`src/rtl/vga_pkg.sv`:
```
// -----------------------------------------------------------------------------
// vga_pkg
// Shared definitions for the 640x480@60 VGA timing output path.
//   - region_e    : which part of a line/frame an axis count falls in
//   - DEF_*       : default 640x480@60 timing constants
//   - axis_total  : total counts per axis (visible + porches + sync)
//   - vga_out_t   : one pipeline stage worth of monitor timing outputs
//   - VGA_BLANK   : blanking value of a stage (syncs inactive, everything off)
// -----------------------------------------------------------------------------
package vga_pkg;

  typedef enum logic [1:0] {
    RGN_VIS  = 2'd0,
    RGN_FP   = 2'd1,
    RGN_SYNC = 2'd2,
    RGN_BP   = 2'd3
  } region_e;

  // Default 640x480@60 timing (25 MHz pixel clock)
  localparam int DEF_H_VISIBLE = 640;
  localparam int DEF_H_FRONT   = 16;
  localparam int DEF_H_SYNC    = 96;
  localparam int DEF_H_BACK    = 48;
  localparam int DEF_V_VISIBLE = 480;
  localparam int DEF_V_FRONT   = 10;
  localparam int DEF_V_SYNC    = 2;
  localparam int DEF_V_BACK    = 33;

  function automatic int axis_total(input int visible, input int front,
                                    input int sync_len, input int back);
    return visible + front + sync_len + back;
  endfunction

  // Sync fields are stored active-low, exactly as they leave the block.
  typedef struct packed {
    logic       hsync_n;
    logic       vsync_n;
    logic       video_on;
    logic [9:0] pixel_x;
    logic [9:0] pixel_y;
    logic       line_start;
    logic       frame_start;
    logic       count_error;
  } vga_out_t;

  localparam vga_out_t VGA_BLANK = '{
    hsync_n:     1'b1,
    vsync_n:     1'b1,
    video_on:    1'b0,
    pixel_x:     10'd0,
    pixel_y:     10'd0,
    line_start:  1'b0,
    frame_start: 1'b0,
    count_error: 1'b0
  };

endpackage

```
`src/rtl/vga_axis_decode.sv`:
```
// -----------------------------------------------------------------------------
// vga_axis_decode
// Combinational region decode for one timing axis (horizontal or vertical).
// Layout along the axis: VISIBLE, FRONT porch, SYNC pulse, BACK porch.
//
// Ports:
//   count       in  16  raw axis count
//   region      out     region the count falls in; counts past the end of
//                       the axis land in RGN_BP
//   sync_active out  1  count is inside the sync pulse
//   in_range    out  1  count < VISIBLE+FRONT+SYNC+BACK
// -----------------------------------------------------------------------------
module vga_axis_decode
  import vga_pkg::*;
#(
  parameter int VISIBLE = DEF_H_VISIBLE,
  parameter int FRONT   = DEF_H_FRONT,
  parameter int SYNC    = DEF_H_SYNC,
  parameter int BACK    = DEF_H_BACK
) (
  input  logic [15:0] count,
  output region_e     region,
  output logic        sync_active,
  output logic        in_range
);

  // Region boundaries, sized to the count so every compare uses all 16 bits.
  localparam logic [15:0] FP_START   = 16'(VISIBLE);
  localparam logic [15:0] SYNC_START = 16'(VISIBLE + FRONT);
  localparam logic [15:0] BP_START   = 16'(VISIBLE + FRONT + SYNC);
  localparam logic [15:0] TOTAL      = 16'(axis_total(VISIBLE, FRONT, SYNC, BACK));

  always_comb begin
    region = RGN_BP;
    if (count < FP_START) begin
      region = RGN_VIS;
    end else if (count < SYNC_START) begin
      region = RGN_FP;
    end else if (count < BP_START) begin
      region = RGN_SYNC;
    end
  end

  assign sync_active = (region == RGN_SYNC);
  assign in_range    = (count < TOTAL);

endmodule

```
`src/rtl/vga_sync_out.sv`:
```
// -----------------------------------------------------------------------------
// vga_sync_out
// Turns raw h/v pixel counter values into registered, latency-aligned monitor
// timing, and watches the counters for out-of-range / out-of-sequence values.
//
// Stage 0 registers the decoded timing of the current sample; PIPE_DELAY-1
// further stages delay it so the ports line up with pixel-memory read data.
// A sample taken at edge N reaches the ports at edge N+PIPE_DELAY-1.
//
// Ports:
//   clk_25Hz          in   1  pixel clock (25 MHz), rising edge
//   reset_n           in   1  asynchronous active-low reset
//   h_count           in  16  horizontal count, 0..H_TOTAL-1
//   v_count           in  16  vertical count, 0..V_TOTAL-1
//   enable_v_counter  in   1  high only while h_count = H_TOTAL-1
//   hsync             out  1  active-low horizontal sync
//   vsync             out  1  active-low vertical sync
//   video_on          out  1  both axes in their visible region
//   pixel_x           out 10  visible column, 0 outside the visible area
//   pixel_y           out 10  visible row, 0 outside the visible area
//   line_start        out  1  one-clock pulse for h_count = 0
//   frame_start       out  1  one-clock pulse for h_count = 0, v_count = 0
//   count_error       out  1  sticky counter fault flag, cleared by reset only
// -----------------------------------------------------------------------------
module vga_sync_out
  import vga_pkg::*;
#(
  parameter int H_VISIBLE  = DEF_H_VISIBLE,
  parameter int H_FRONT    = DEF_H_FRONT,
  parameter int H_SYNC     = DEF_H_SYNC,
  parameter int H_BACK     = DEF_H_BACK,
  parameter int V_VISIBLE  = DEF_V_VISIBLE,
  parameter int V_FRONT    = DEF_V_FRONT,
  parameter int V_SYNC     = DEF_V_SYNC,
  parameter int V_BACK     = DEF_V_BACK,
  parameter int PIPE_DELAY = 2            // legal range 1..4
) (
  input  logic        clk_25Hz,
  input  logic        reset_n,
  input  logic [15:0] h_count,
  input  logic [15:0] v_count,
  input  logic        enable_v_counter,
  output logic        hsync,
  output logic        vsync,
  output logic        video_on,
  output logic [9:0]  pixel_x,
  output logic [9:0]  pixel_y,
  output logic        line_start,
  output logic        frame_start,
  output logic        count_error
);

  localparam int H_TOTAL = axis_total(H_VISIBLE, H_FRONT, H_SYNC, H_BACK);
  localparam int V_TOTAL = axis_total(V_VISIBLE, V_FRONT, V_SYNC, V_BACK);

  localparam logic [15:0] H_LAST = 16'(H_TOTAL - 1);
  localparam logic [15:0] V_LAST = 16'(V_TOTAL - 1);

  // Out-of-range settings are pulled back into 1..4 rather than producing an
  // empty or oversized delay line.
  localparam int PD = (PIPE_DELAY < 1) ? 1 : ((PIPE_DELAY > 4) ? 4 : PIPE_DELAY);

  // ---------------------------------------------------------------------------
  // Axis decode
  // ---------------------------------------------------------------------------
  region_e h_region;
  region_e v_region;
  logic    h_sync_active;
  logic    v_sync_active;
  logic    h_in_range;
  logic    v_in_range;
  logic    any_out_of_range;

  vga_axis_decode #(
    .VISIBLE (H_VISIBLE),
    .FRONT   (H_FRONT),
    .SYNC    (H_SYNC),
    .BACK    (H_BACK)
  ) u_h_decode (
    .count       (h_count),
    .region      (h_region),
    .sync_active (h_sync_active),
    .in_range    (h_in_range)
  );

  vga_axis_decode #(
    .VISIBLE (V_VISIBLE),
    .FRONT   (V_FRONT),
    .SYNC    (V_SYNC),
    .BACK    (V_BACK)
  ) u_v_decode (
    .count       (v_count),
    .region      (v_region),
    .sync_active (v_sync_active),
    .in_range    (v_in_range)
  );

  assign any_out_of_range = !h_in_range || !v_in_range;

  // ---------------------------------------------------------------------------
  // Sequence checker
  // ---------------------------------------------------------------------------
  logic [15:0] prev_h;
  logic [15:0] prev_v;
  logic        prev_valid;
  logic        err_sticky_q;

  logic [15:0] h_expected;
  logic [15:0] v_expected;
  logic        v_changed;
  logic        seq_error;
  logic        err_now;

  // A previous count that was itself out of range simply increments here
  // instead of wrapping; that sample already latched the sticky error, so the
  // difference never reaches the output.
  assign h_expected = (prev_h == H_LAST) ? 16'd0 : prev_h + 16'd1;
  assign v_expected = (prev_v == V_LAST) ? 16'd0 : prev_v + 16'd1;
  assign v_changed  = (v_count != prev_v);

  // The first sample after reset has no history, so only the range test
  // applies to it.
  always_comb begin
    seq_error = 1'b0;
    if (prev_valid) begin
      if (h_count != h_expected) begin
        seq_error = 1'b1;
      end
      if (v_changed && (prev_h != H_LAST)) begin
        seq_error = 1'b1;
      end
      if (v_changed && (v_count != v_expected)) begin
        seq_error = 1'b1;
      end
      if (enable_v_counter && (h_count != H_LAST)) begin
        seq_error = 1'b1;
      end
    end
  end

  assign err_now = any_out_of_range || seq_error;

  always_ff @(posedge clk_25Hz or negedge reset_n) begin
    if (!reset_n) begin
      prev_h       <= '0;
      prev_v       <= '0;
      prev_valid   <= 1'b0;
      err_sticky_q <= 1'b0;
    end else begin
      prev_h       <= h_count;
      prev_v       <= v_count;
      prev_valid   <= 1'b1;
      err_sticky_q <= err_sticky_q || err_now;
    end
  end

  // ---------------------------------------------------------------------------
  // Stage-0 decode
  // ---------------------------------------------------------------------------
  vga_out_t stage0_d;

  always_comb begin
    stage0_d = VGA_BLANK;
    // Out-of-range counts stay fully blanked: no sync, no video, no strobes.
    if (!any_out_of_range) begin
      stage0_d.hsync_n     = !h_sync_active;
      stage0_d.vsync_n     = !v_sync_active;
      stage0_d.video_on    = (h_region == RGN_VIS) && (v_region == RGN_VIS);
      stage0_d.line_start  = (h_count == 16'd0);
      stage0_d.frame_start = (h_count == 16'd0) && (v_count == 16'd0);
      // Truncate only after the visible qualification has used all 16 bits.
      if (stage0_d.video_on) begin
        stage0_d.pixel_x = h_count[9:0];
        stage0_d.pixel_y = v_count[9:0];
      end
    end
    // The error bit rides the pipeline so it appears aligned with the
    // offending sample; folding in the sticky flag keeps it high afterwards.
    stage0_d.count_error = err_sticky_q || err_now;
  end

  // ---------------------------------------------------------------------------
  // Delay line: pipe_q[0] is stage 0, pipe_q[PD-1] drives the ports.
  // ---------------------------------------------------------------------------
  vga_out_t pipe_q [PD];

  always_ff @(posedge clk_25Hz or negedge reset_n) begin
    if (!reset_n) begin
      for (int i = 0; i < PD; i++) begin
        pipe_q[i] <= VGA_BLANK;
      end
    end else begin
      pipe_q[0] <= stage0_d;
      for (int i = 1; i < PD; i++) begin
        pipe_q[i] <= pipe_q[i-1];
      end
    end
  end

  assign hsync       = pipe_q[PD-1].hsync_n;
  assign vsync       = pipe_q[PD-1].vsync_n;
  assign video_on    = pipe_q[PD-1].video_on;
  assign pixel_x     = pipe_q[PD-1].pixel_x;
  assign pixel_y     = pipe_q[PD-1].pixel_y;
  assign line_start  = pipe_q[PD-1].line_start;
  assign frame_start = pipe_q[PD-1].frame_start;
  assign count_error = pipe_q[PD-1].count_error;

endmodule

```
`config.mk`:
```
export PLATFORM = sky130hd
export DESIGN_NAME = vga_sync_out
export DESIGN_NICKNAME = d
export VERILOG_FILES = /design/src/rtl/vga_pkg.sv /design/src/rtl/vga_axis_decode.sv /design/src/rtl/vga_sync_out.sv
export SDC_FILE = /design/constraint.sdc
export NUM_CORES = 1
export LEC_CHECK = 0
export BUFFER_PORTS_ARGS = -buffer_cell sky130_fd_sc_hd__buf_2
export CAP_MARGIN = 10
export CORE_ASPECT_RATIO = 1.4
export CORE_MARGIN = 10
export CORE_UTILIZATION = 30
export CTS_BUF_LIST = sky130_fd_sc_hd__clkbuf_8
export CTS_CLUSTER_DIAMETER = 60
export DETAILED_ROUTE_END_ITERATION = 7
export PLACE_DENSITY = 0.55
export RECOVER_POWER = 25
export SLEW_MARGIN = 20
export SYNTH_ARGS = -nofsm -noshare
export SYNTH_HDL_FRONTEND = slang
export SYNTH_SLANG_ARGS = --single-unit
```
`constraint.sdc`:
```
create_clock -name clk_25Hz -period 2.92 [get_ports clk_25Hz]
set_input_delay 0.292 -clock clk_25Hz [delete_from_list [all_inputs] [get_ports clk_25Hz]]
set_output_delay 0.292 -clock clk_25Hz [all_outputs]
set_load 0.005 [all_outputs]
```
==> results list, run 1 <==
- In this run the worst setup path begins at prev_h[0].
* Hold_sp: h_count[13]
* Flop and latch count out of synthesis: 85
- After clock tree synthesis, the clock-pin slew on the worst setup and hold paths is 0.10 ns.
- Routability congestion estimate: 0.902
* Width of the die: 119 um
* Main combinational cell family by area after synthesis: simple AND/OR/NAND/NOR gates
* Capturing point of the worst reg2reg path: pipe_q[26]
- Final worst-path setup slack: 0.278 ns
* Overall track demand over capacity in global routing: 11.5%
- In this run the critical register-to-register path is launched from prev_h[0].
- Clock tree synthesis found a total of 85 sinks.
* Endpoint arrival time on the critical path: 2.89 ns
- Starting Density: 30.8%
- Number of warning messages in the yosys log: 0
- Multi-input logic area: 1800 sq um
- After the last flow step, the layout net total stands at 477.
- Count of endpoints failing setup in the final report: 0
- Required @ worst endpoint: 3.17 ns
- Timing-limited maximum frequency: 378 MHz
- Sequential Area: 2130 sq um
- Number of buffers created by CTS: 9
- The number of endpoints with negative hold slack in the final report came to 0.
- Drt total wl: 10.5 mm
* Post-place setup slack: 0.144 ns
- Clock Path Buffers: 2
* Core area: 13500 sq um
- Counting flops with a built-in enable in the synthesized netlist gives 0.
- The portion of synthesized area spent on multiplexers is 0.241%.
* Normalized max-slew margin: 63.9%
* Dominant cells by area after synthesis: dfrtp_1 (49%), xnor2_1 (5.1%), xor2_1 (5.1%), buf_4 (3.6%), and2_1 (3.2%)
- Post-route core utilization: 35.4%
- Measured along the y axis, the die boundary spans 159 um.
- In the routed design, unresolved DRC markers number 0.
* Internal portion of total power: 1700 uW
- Summed over all instances, the cell type with the most area after synthesis is dfrtp_1.
- Slew @ Worst Pin: 0.541 ns
- In this run the power spent charging and discharging nets is 656 uW.
* Number of antenna-violating nets in the routed design: 0
- In the final routed layout, each cell accounts on average for 16.7 um.
- Combinational cell fraction of total power: 11.1%
* Min-Delay Path Class: in -> reg
- Post-route clock period utilization: 90.5%
* N_diodes: 0
- Synthesized-area fraction occupied by ao, oa, aoi and oai cells: 8.72%
* Part of the power in the clock network: 36.5%
- Reg power frac: 52.4%
- Endpoint kind of the worst setup timing path: register
- The routed layout has 3092 vias.
* Count of fill cells added during filler insertion: 1369
* Standard-cell rows: 50
- Min cycle time layout: 2.64 ns
- Top cell type's share of synthesized area: 48.9%
- The via count of the first global-routing pass was 3374.
- Largest net degree at the start of global routing: 41
- The worst setup path is launched from a register.
- With fillers left out, the area of the finished cells amounts to 4760 sq um.
* DR iter-0 viols: 187
- Register-to-register setup slack: 0.28 ns
* Gr ovfl total: 0
- Worst VDD drop: 179 uV
- Summed over all nets, the half-perimeter wirelength after detailed placement is 7.99 mm.
* Share of the synthesized netlist area taken by xor and xnor gates: 11.2%
- Global-route wire length before repair: 17.7 mm
- Between clock sinks in the finished design, the worst skew comes to 0.00766 ns.
- The completed layout was analyzed and its total power is 2360 uW.
* CTS tree: done
- From synthesis to final layout, the design area changed by 14.8%.
- The worst setup path is of the reg -> reg kind.
- In this run the power density over the cells is 496 nW/um^2.
* Count of pins over their slew limit: 0
* Number of maximum-capacitance constraint violations: 0
- Clock latency on the worst-skew pair: 0.37 ns
- Counting distinct cell types in the post-synthesis netlist gives 58.
* Cell count of the worst reg-to-reg path: 7
- Prevailing post-synth register cell: dfrtp_1
- Outcome: completed
- Final-layout setup total negative slack: 0 ns
- Fraction of final layout cells sized beyond drive strength 1: 16.7%
- After clock tree synthesis, the setup repair step added 0 buffers.
* Count of buffers inserted at the top-level ports: 60
- Post-synthesis net count: 424
* Per-instance average area after synthesis: 10.7 sq um
- RSZ-0062 raised after global routing: no
* Via/cell ratio: 4.94
* Count of boundary I/O pins: 61
* Portion of the post-synthesis area used by sequential elements: 51.4%
- Most numerous cell in the Yosys netlist: dfrtp_1
* Most common library cells after synthesis: dfrtp_1 (81), xnor2_1 (24), xor2_1 (24)
- Critical Path End: pipe_q[26]
* Fraction of the mapped netlist area in simple logic gates: 21.8%
- For this run, the detailed router's first-pass iteration total came to 4.
* Syn Inst Count: 386
- In this run the clock root is driven by a clkbuf_8.
* Switching Fraction: 27.8%
* Deepest level of the CTS H-tree: 3
- Async SR Flop Fraction: 100%
- Cell area after synthesis: 4150 sq um
- After Yosys synthesis, full adders, half adders and majority gates account for 0.905% of the synthesized area.
- Once placement finished, the instance area stood at 4600 sq um.
- Total Die Area: 19000 sq um
* Number of antenna violations at the first check in global routing: 0
* CP max FO: 7
- In this run the static leakage power is 0.00199 uW.
==> power groups by stage <==
stage | Combinational [uW] | Clock (uW) | Sequential [uW]
after floorplan | 154 | 0 | 1240
after global placement | 269 | 0 | 1260
after detailed placement | 271 | 0 | 1260
after CTS | 274 | 886 | 1230
after global routing | 296 | 947 | 1240
final | 262 | 863 | 1240
==> how the worst min path moves through the flow <==
stage	to	slack [ns]	cells past startpoint
3_5_place_dp	prev_v[14]	0.32	1
3_3_place_gp	prev_v[14]	0.30	1
6_report	prev_h[13]	0.07	1
4_1_cts	prev_h[13]	0.05	1
2_1_floorplan	count_error	-0.004	0
5_1_grt	prev_v[13]	0.07	1
==> critical path, stage by stage, from the launching register on <==
cell and delay [ns]:
dfrtp_1 0.44, ha_1 0.26, and4_1 0.32, nand4_1 0.34, a2111oi_0 0.56, nand4_1 0.18
o31ai_1 0.32, a21oi_1 0.10
==> through the flow <==
stage               instances  hold slack (ns)
global placement          609            0.302
floorplan                 386         -0.00359
global route              626           0.0674
CTS                       626           0.0457
finish                    626           0.0655
detailed placement        609            0.318
==> flip-flops by register name, indices dropped and copies added (netlist names), 10 cells and up <==
register,count
pixel_x,10
pixel_y,10
prev_v,16
prev_h,16
pipe_q,26
==> cell type report <==
class	count	area share, %
sequential	85	44.8
multi-input combinational	260	37.8
clock buffer	9	2.60
tap	182	4.78
timing repair buffer	78	8.09
clock inverter	7	1.58
inverter	5	0.394
==> repair_timing <==
item,4_1_cts,5_1_grt
resized for setup,0,1
hold endpoints to repair,38,0
hold buffers,1,0
endpoints found under the setup margin,0,1
==> cells by family (layout without fill, tap and decap cells) <==
family	Yosys count	in the layout
buf+inv	41	99
other cells	2	2
mux	1	1
fa+ha+maj	3	3
xor+xnor	50	50
flops	85	85
simple gates	153	153
compound gates	51	51
==> cells in the final DEF (no fill, tap or decap), types with 6 or more instances in the layout <==
| master | synthesis | layout |
|---|---|---|
| a21oi_1 | 7 | 7 |
| and2_1 | 21 | 21 |
| buf_2 | 0 | 33 |
| buf_4 | 20 | 12 |
| clkbuf_1 | 16 | 32 |
| clkbuf_8 | 0 | 9 |
| dfrtp_1 | 81 | 81 |
| inv_1 | 5 | 6 |
| nand2_1 | 19 | 19 |
| nand3_1 | 20 | 20 |
| nand4_1 | 17 | 17 |
| nor2_1 | 10 | 10 |
| nor3_1 | 15 | 15 |
| nor4_1 | 12 | 11 |
| o21ai_0 | 11 | 11 |
| xnor2_1 | 24 | 24 |
| xor2_1 | 24 | 24 |
==> routing by layer <==
metal / wire (um) / up-vias / global-route usage, %
met2: 5300 / 90 / 19.2
met3: 518 / 20 / 2.62
met1: 4420 / 1493 / 13.5
li1: - / 1489 / -
met4: 247 / 0 / 5.72
met5: 0 / - / 0
Note: power is estimated with default switching activity, not from simulation.
==> run 2: changes to the inputs <==
--- a/config.mk
+++ b/config.mk
@@ -9,12 +9,13 @@
 export CAP_MARGIN = 10
 export CORE_ASPECT_RATIO = 1.4
 export CORE_MARGIN = 10
-export CORE_UTILIZATION = 30
+export CORE_UTILIZATION = 35
 export CTS_BUF_LIST = sky130_fd_sc_hd__clkbuf_8
 export CTS_CLUSTER_DIAMETER = 60
 export DETAILED_ROUTE_END_ITERATION = 7
-export PLACE_DENSITY = 0.55
+export PLACE_DENSITY = 0.61
 export RECOVER_POWER = 25
+export REMOVE_ABC_BUFFERS = 1
 export SLEW_MARGIN = 20
 export SYNTH_ARGS = -nofsm -noshare
 export SYNTH_HDL_FRONTEND = slang
==> run 2 against run 1 <==
Against the previous run: the run now ends with negative hold slack left; sequential share of layout area is 0.99 points higher; combinational power is 5% lower; worst setup slack worse by 0.0048 ns; cell area is 2.2% lower; clock skew is 0.0019 ns higher; fmax is 0.18% lower; flip-flop and latch count stayed put; hold slack worse by 0.11 ns; register-to-register slack hardly changed; non-clock buffer count is 5 lower; clock-buffer cell count is 2 higher; critical endpoint unchanged; highest routed layer unchanged.
==> results list, run 2 (synthesis results as in run 1) <==
* Final hold viol count: 33 (was 0)
- P_leak: 0.00196 uW (was 0.00199 uW)
- Die Height: 149 um (was 159 um)
* Core area: 11700 sq um (was 13500 sq um)
- Final worst-path setup slack: 0.273 ns (was 0.278 ns)
* Number of vias after detailed routing: 3112 (was 3092)
- Post-Route Skew: 0.00953 ns (was 0.00766 ns)
* Drt first pass iters: 4 (unchanged)
* Slew @ Worst Pin: 0.742 ns (was 0.541 ns)
* Flip-flop count of the largest register after layout: 26 (unchanged)
- Required @ worst endpoint: 3.16 ns (was 3.17 ns)
- The number of rows in the core area came to 47 (was 50).
- Final-layout setup total negative slack: 0 ns (unchanged)
* Gr ovfl total: 0 (unchanged)
* Routability congestion estimate: 0.892 (was 0.902)
- The maximum number of pins on one net before global-route repair is 86 (was 41).
- N_diodes: 0 (unchanged)
* Synth-to-Final Area Change: 12.3% (was 14.8%)
- The critical path endpoint category was a register (unchanged).
- Total Die Area: 16700 sq um (was 19000 sq um)
- The sort of element at the start of the critical path was a register (unchanged).
* Most common library cell in the layout ignoring fill and taps: dfrtp_1 (unchanged)
- CP max FO: 7 (unchanged)
- The remaining design rule violation count was 0 (unchanged).
* Deepest level of the CTS H-tree: 3 (unchanged)
- The number of hold-repair buffers added at the cts stage is 0 (was 1).
- Via/cell ratio: 5.31 (was 4.94)
* Outcome: complete, but fails checks (was completed)
- The ratio of total power to cell area was 486 nW/um^2 (was 496 nW/um^2).
- Endpoint arrival time on the critical path: 2.89 ns (about the same)
* Number of gates given a new drive strength after cts: 0 (unchanged)
- Count of boundary I/O pins: 61 (unchanged)
- The number of DRC markers in iteration 0 was 286 (was 187).
- The highest clock frequency the design can meet is 378 MHz (about the same).
- Post-route core utilization: 39.8% (was 35.4%)
- The share of the cycle needed by the critical path after routing came to 90.7% (was 90.5%).
* Final Hold Slack: -0.0395 ns (was 0.0655 ns)
- The critical-path cell with the highest stage delay is dfrtp_1 (was a2111oi_0).
- The latest clock arrival within the worst-skew pair is 0.36 ns (was 0.37 ns).
- Drt total wl: 10.3 mm (was 10.5 mm)
* Average routed wire per standard cell: 17.5 um (was 16.7 um)
* Number of maximum-capacitance constraint violations: 0 (unchanged)
- The final-layout fill cell count was 1173 (was 1369).
- The maximum vdd drop came to 225 uV (was 179 uV).
- The global-route wire length before repair is 16.8 mm (was 17.7 mm).
- Clock transition time at the flip-flop clock pins of the worst setup and hold paths: 0.09 ns (was 0.10 ns)
- The classification of the worst-slack hold path is in -> async (was in -> reg).
* Commonest cells after routing, fill and taps aside: dfrtp_1 (81), clkbuf_1 (32), buf_2 (32), xor2_1 (24), xnor2_1 (24) (was dfrtp_1 (81), buf_2 (33), clkbuf_1 (32), xor2_1 (24), xnor2_1 (24))
- The TritonCTS clock tree was done (unchanged).
* Highest cell delay on the worst timing path: 0.47 ns (was 0.56 ns)
- The number of clock sinks seen by CTS was 85 (unchanged).
- The final critical-path required period came to 2.65 ns (was 2.64 ns).
- The initial antenna violation count came to 0 (unchanged).
- RSZ-0062 raised after global routing: no (unchanged).
- The post-layout total power came to 2270 uW (was 2360 uW).
- Largest registers in the final layout: pipe_q: 26 flops, prev_h: 16 flops, prev_v: 16 flops (unchanged)
- Cell breakdown of the critical path: inv_1, ha_1, nor4b_1, and4_1, nand3_1, a2111oi_0, nand4_1, o31ai_1, a21oi_1 (was ha_1, and4_1, nand4_1, a2111oi_0, nand4_1, o31ai_1, a21oi_1)
* Register-to-register setup slack: 0.27 ns (was 0.28 ns)
- Violated checks: negative hold slack
- Number of nets in the layout: 472 (was 477)
* Count of endpoints failing setup in the final report: 0 (unchanged)
* Width of the die: 112 um (was 119 um)
- Count of pins over their slew limit: 0 (unchanged)
- Normalized max-slew margin: 50.5% (was 63.9%)
- The maximum count of clock buffers along a single path is 2 (unchanged).
- The post-CTS setup-driven buffer insertion count came to 0 (unchanged).
* Root buffer cell: clkbuf_8 (unchanged)
- The via count of the first global-routing pass was 3255 (was 3374).
* Number of antenna-violating nets in the routed design: 0 (unchanged)
- The count of port buffers added during placement was 60 (unchanged).
- Overall track demand over capacity in global routing: 12.3% (was 11.5%)
- The kind of critical path is reg -> reg (unchanged).
- The effective utilization at floorplan was 35.5% (was 30.8%).
- The register with the most flip-flops was pipe_q (unchanged).
- Post-place setup slack: 0.164 ns (was 0.144 ns)
* HPWL reported at the end of detailed placement: 7.55 mm (was 7.99 mm)
- Number of buffers created by CTS: 9 (unchanged)
* Fraction of final layout cells sized beyond drive strength 1: 15.5% (was 16.7%)
## run 2: layout make-up
cell class | count | area, sq um | share of cell area (%)
sequential | 85 | 2130 | 45.7
multi-input combinational | 260 | 1790 | 38.5
timing repair buffer | 73 | 352 | 7.54
tap | 147 | 184 | 3.95
clock buffer | 11 | 151 | 3.25
clock inverter | 5 | 28.8 | 0.617
inverter | 5 | 18.8 | 0.403
## run 2: final timing paths
check / depth (start not counted) / end / startpoint
max: 9 / pipe_q[26] / prev_v[0]
min: 1 / prev_v[15] / reset_n
max reg2reg: 9 / pipe_q[26] / prev_v[0]
min reg2reg: 0 / pixel_y[6] / pipe_q[35]
max in group asynchronous: 1 / pipe_q[46] / reset_n
min in group clk_25Hz: 1 / prev_v[13] / v_count[13]
## run 2: stage by stage
| step | instance area [sq um] | cells |
|---|---|---|
| 2_1_floorplan | 3940 | 350 |
| 3_3_place_gp | 4530 | 570 |
| 3_5_place_dp | 4530 | 570 |
| 4_1_cts | 4710 | 586 |
| 5_1_grt | 4660 | 586 |
| 6_report | 4660 | 586 |
## run 2: critical path, delay by kind of cell (launching register included)
family	cells	cell delay (ns)
and+or+nand+nor	4	0.92
AOI/OAI and AO/OA	3	0.87
DFF	1	0.47
adders and majority gates	1	0.16
buffers and inverters	1	0.12
## run 2: power breakdown
group          leakage (uW)  switching, uW  internal (uW)
logic              0.000783            151           97.7
clock network     0.0000983            423            351
registers           0.00108           41.8           1200
total               0.00196            616           1650
## run 2: per-layer routing
layer	GRT usage, %	vias up	share of wire [%]
li1	-	1478	-
met1	14.2	1508	41
met2	20.7	98	50
met3	1.93	28	4.7
met4	8.21	0	3.9
met5	0	-	0
==> run 3: changes to the inputs <==
==> constraint.sdc (replaced) <==
create_clock -name clk_25Hz -period 2.92 [get_ports clk_25Hz]
set_input_delay 0.146 -clock clk_25Hz [delete_from_list [all_inputs] [get_ports clk_25Hz]]
set_output_delay 0.146 -clock clk_25Hz [all_outputs]
set_load 0.005 [all_outputs]
==> run 3 against run 2 <==
Against the previous run: clock skew about the same; clock power down 2%; largest cell class unchanged; largest power group unchanged; cell area up 6.6%; critical path depth unchanged; via count up 3.8%; worst setup slack worse by 0.11 ns; the flow now finishes without violations; cell count up 4.9%; fmax down 4.0%.
==> results list, run 3 (synthesis results as in run 1) <==
- Outcome: completed (was complete, but fails checks).
* Die Height: 149 um (unchanged)
* Commonest cells after routing, fill and taps aside: dfrtp_1 (81), buf_2 (42), dlygate4sd3_1 (28), xor2_1 (24), xnor2_1 (24) (was dfrtp_1 (81), clkbuf_1 (32), buf_2 (32), xor2_1 (24), xnor2_1 (24))
- Part of the power in the clock network: 33.2% (was 34.2%)
- DRC viols: 0 (unchanged)
- The number of DRC markers in iteration 0 is 207 (was 286).
* Classification of the worst setup path: in -> reg (was reg -> reg)
* Worst VDD drop: 176 uV (was 225 uV)
- Most common library cell in the layout ignoring fill and taps: dfrtp_1 (unchanged)
* Top delay family on crit path: simple AND/OR/NAND/NOR gates (unchanged)
- Startpoint Class: input pin (was register)
- Starting Density: 35.5% (unchanged)
* N_diodes: 0 (unchanged)
- The clock-pin slew of the registers on the worst-case setup and hold paths was 0.09 ns (about the same).
- Hold_sp: h_count[5]
- Count of pins over their slew limit: 0 (unchanged)
* Flip-flop count of the largest register after layout: 26 (unchanged)
- The first-pass iteration count of the detailed router was 4 (unchanged).
* Clock Path Buffers: 2 (unchanged)
- Via/cell ratio: 5.25 (was 5.31)
* Endpoint arrival time on the critical path: 2.99 ns (was 2.89 ns)
- The global-route wire length before repair was 17.5 mm (was 16.8 mm).
* Sequential Area: 2130 sq um (unchanged)
- The register with the most flip-flops is pipe_q (unchanged).
* Final-layout setup total negative slack: 0 ns (unchanged)
- The internal power consumption came to 1640 uW (was 1650 uW).
* Width of the die: 112 um (unchanged)
- The remaining global-route overflow is 0 (unchanged).
* Register-to-register setup slack: 0.31 ns (was 0.27 ns)
- Post-Route Skew: 0.00930 ns (was 0.00953 ns)
- The total die area came to 16700 sq um (unchanged).
* Via count of the first global-routing pass: 3426 (was 3255)
- The net switching power figure was 645 uW (was 616 uW).
- The standard cell core area came to 11700 sq um (unchanged).
- The reported leakage power is 0.00211 uW (was 0.00196 uW).
- Sinks on Clock Net: 85 (unchanged)
* RSZ-0062 raised after global routing: no (unchanged)
- Timing-limited maximum frequency: 363 MHz (was 378 MHz)
- Largest registers in the final layout: pipe_q: 26 flops, prev_h: 16 flops, prev_v: 16 flops (unchanged).
- The share of the cycle needed by the critical path after routing is 94.4% (was 90.7%).
- Overall track demand over capacity in global routing: 12.8% (was 12.3%)
- Beginning of the worst register-to-register path: prev_v[2] (was prev_v[0])
- The critical-path cell with the highest stage delay is dlygate4sd3_1 (was dfrtp_1).
* Most used cell along the critical path: a2111o_1
- Clock latency on the worst-skew pair: 0.36 ns (about the same)
- Deepest level of the CTS H-tree: 3 (unchanged)
- Highest cell delay on the worst timing path: 0.53 ns (was 0.47 ns)
- Number of vias after detailed routing: 3229 (was 3112)
- The count of port buffers added during placement was 60 (unchanged).
- The antenna violation net count after detailed routing was 0 (unchanged).
- CTS tree: done (unchanged)
* Root buffer cell: clkbuf_8 (unchanged)
* Number of antenna violations at the first check in global routing: 0 (unchanged)
- Post-route core utilization: 42.4% (was 39.8%)
- The worst hold path passes through 3 cells.
- Endpoint kind of the worst setup timing path: register (unchanged)
* Buffering stage count on the worst path with inverters included: 2 (was 1)
- The critical path required time came to 3.15 ns (was 3.16 ns).
- Fraction of final layout cells sized beyond drive strength 1: 17.5% (was 15.5%)
- The critical-path maximum fanout was 7 (unchanged).
* Slew @ Worst Pin: 0.543 ns (was 0.742 ns)
- Drt total wl: 10.6 mm (was 10.3 mm)
- Standard-cell rows: 47 (unchanged)
* Switching Fraction: 28.2% (was 27.2%)
* Final hold viol count: 0 (was 33)
- Worst hold endpoint: pipe_q[28]
- The final-layout fill cell count is 1136 (was 1173).
- The final HPWL from detailed placement came to 7.90 mm (was 7.55 mm).
* Reg power frac: 54.3% (was 54.8%)
- Normalized max-slew margin: 63.8% (was 50.5%)
* Multi-input logic area: 1810 sq um (was 1790 sq um)
- Count of boundary I/O pins: 61 (unchanged)
- The classification of the worst-slack hold path was in -> reg (was in -> async).
- The number of cells traversed by the worst register-to-register path came to 7 (was 9).
- The number of nets in the finished design is 501 (was 472).
* Capturing point of the worst reg2reg path: pipe_q[26] (unchanged)
- Min cycle time layout: 2.76 ns (was 2.65 ns)
- The ratio of total power to cell area came to 460 nW/um^2 (was 486 nW/um^2).
- Count of endpoints failing setup in the final report: 0 (unchanged)
- The maximum number of pins on one net before global-route repair was 44 (was 86).
- The weighted congestion reported at the end of routability-driven placement was 0.912 (was 0.892).
- Cell breakdown of the critical path: dlygate4sd3_1, clkbuf_1, nor4_2, nand2_1, a2111o_1, or4_1, a2111o_1, nor4_1, a21oi_1 (was inv_1, ha_1, nor4b_1, and4_1, nand3_1, a2111oi_0, nand4_1, o31ai_1, a21oi_1).
* Average routed wire per standard cell: 17.3 um (was 17.5 um)
- Number of maximum-capacitance constraint violations: 0 (unchanged)
- Number of buffers created by CTS: 9 (unchanged)
- The combinational share of power was 12.6% (was 11.0%).
- The growth of design area from synthesis to finish was 19.7% (was 12.3%).
run 3: changes by cell type in the layout (fill, tap and decap cells not counted), moves of 2 or more:
cell | previous run | this run
clkbuf_8 | 11 | 9
nor4_1 | 11 | 9
dlygate4sd3_1 | 0 | 28
buf_2 | 32 | 42
nor4_2 | 1 | 3
buf_4 | 8 | 10
clkbuf_1 | 32 | 22
clkinv_4 | 0 | 2
run 3: worst max-delay path by stage:
stage	from	to	slack (ns)	cells past startpoint
after detailed placement	v_count[14]	pipe_q[26]	0.17	8
after floorplan	h_count[6]	pipe_q[26]	0.51	7
after CTS	v_count[14]	pipe_q[26]	0.02	9
after global placement	v_count[14]	pipe_q[26]	0.20	8
final	v_count[14]	pipe_q[26]	0.16	9
after global routing	prev_v[0]	pipe_q[26]	0.02	9
run 3: layer usage:
layer	track usage, %	wire [um]
met1	15.1	4400
met2	21.5	5490
met3	2.33	416
met4	7.44	340
met5	0	0
run 3: layout make-up:
cell class,instances,area share [%]
repair buffers,102,13.1
inverters,5,0.378
clock buffers,9,2.49
flip-flops and latches,85,42.9
multi-input cells,260,36.4
well taps,147,3.70
clock inverters,7,1.03
run 3: power by group through the flow:
| stage | logic [uW] | clock network, uW | registers [uW] |
|---|---|---|---|
| floorplan | 135 | 0 | 1250 |
| global placement | 259 | 0 | 1260 |
| detailed placement | 264 | 0 | 1260 |
| CTS | 294 | 789 | 1240 |
| global route | 320 | 838 | 1240 |
| finish | 287 | 758 | 1240 |
run 3: timing repair:
action | CTS | global route
hold endpoints to repair | 67 | 0
hold buffers | 28 | 0
buffers inserted | 0 | 1
resized for setup | 0 | 3
endpoints found under the setup margin | 0 | 1
run 3: stage by stage:
| step | power [uW] | std cells | worst slack, ns | instance area (sq um) | hold WS (ns) |
|---|---|---|---|---|---|
| after global placement | 1520 | 570 | 0.204 | 4530 | 0.170 |
| after detailed placement | 1530 | 570 | 0.173 | 4530 | 0.182 |
| after CTS | 2320 | 614 | 0.0179 | 4980 | 0.0341 |
| after floorplan | 1390 | 350 | 0.510 | 3940 | -0.150 |
| after global routing | 2400 | 615 | 0.0187 | 4970 | 0.136 |
| final | 2290 | 615 | 0.163 | 4970 | 0.139 |
run 3: worst reg2reg max path: stages (launching register included):
cell	delay, ns
dfrtp_1	0.57
and4_1	0.41
nand3_1	0.21
a2111oi_0	0.44
o22ai_1	0.15
a311o_1	0.29
o31ai_1	0.31
a21oi_1	0.11
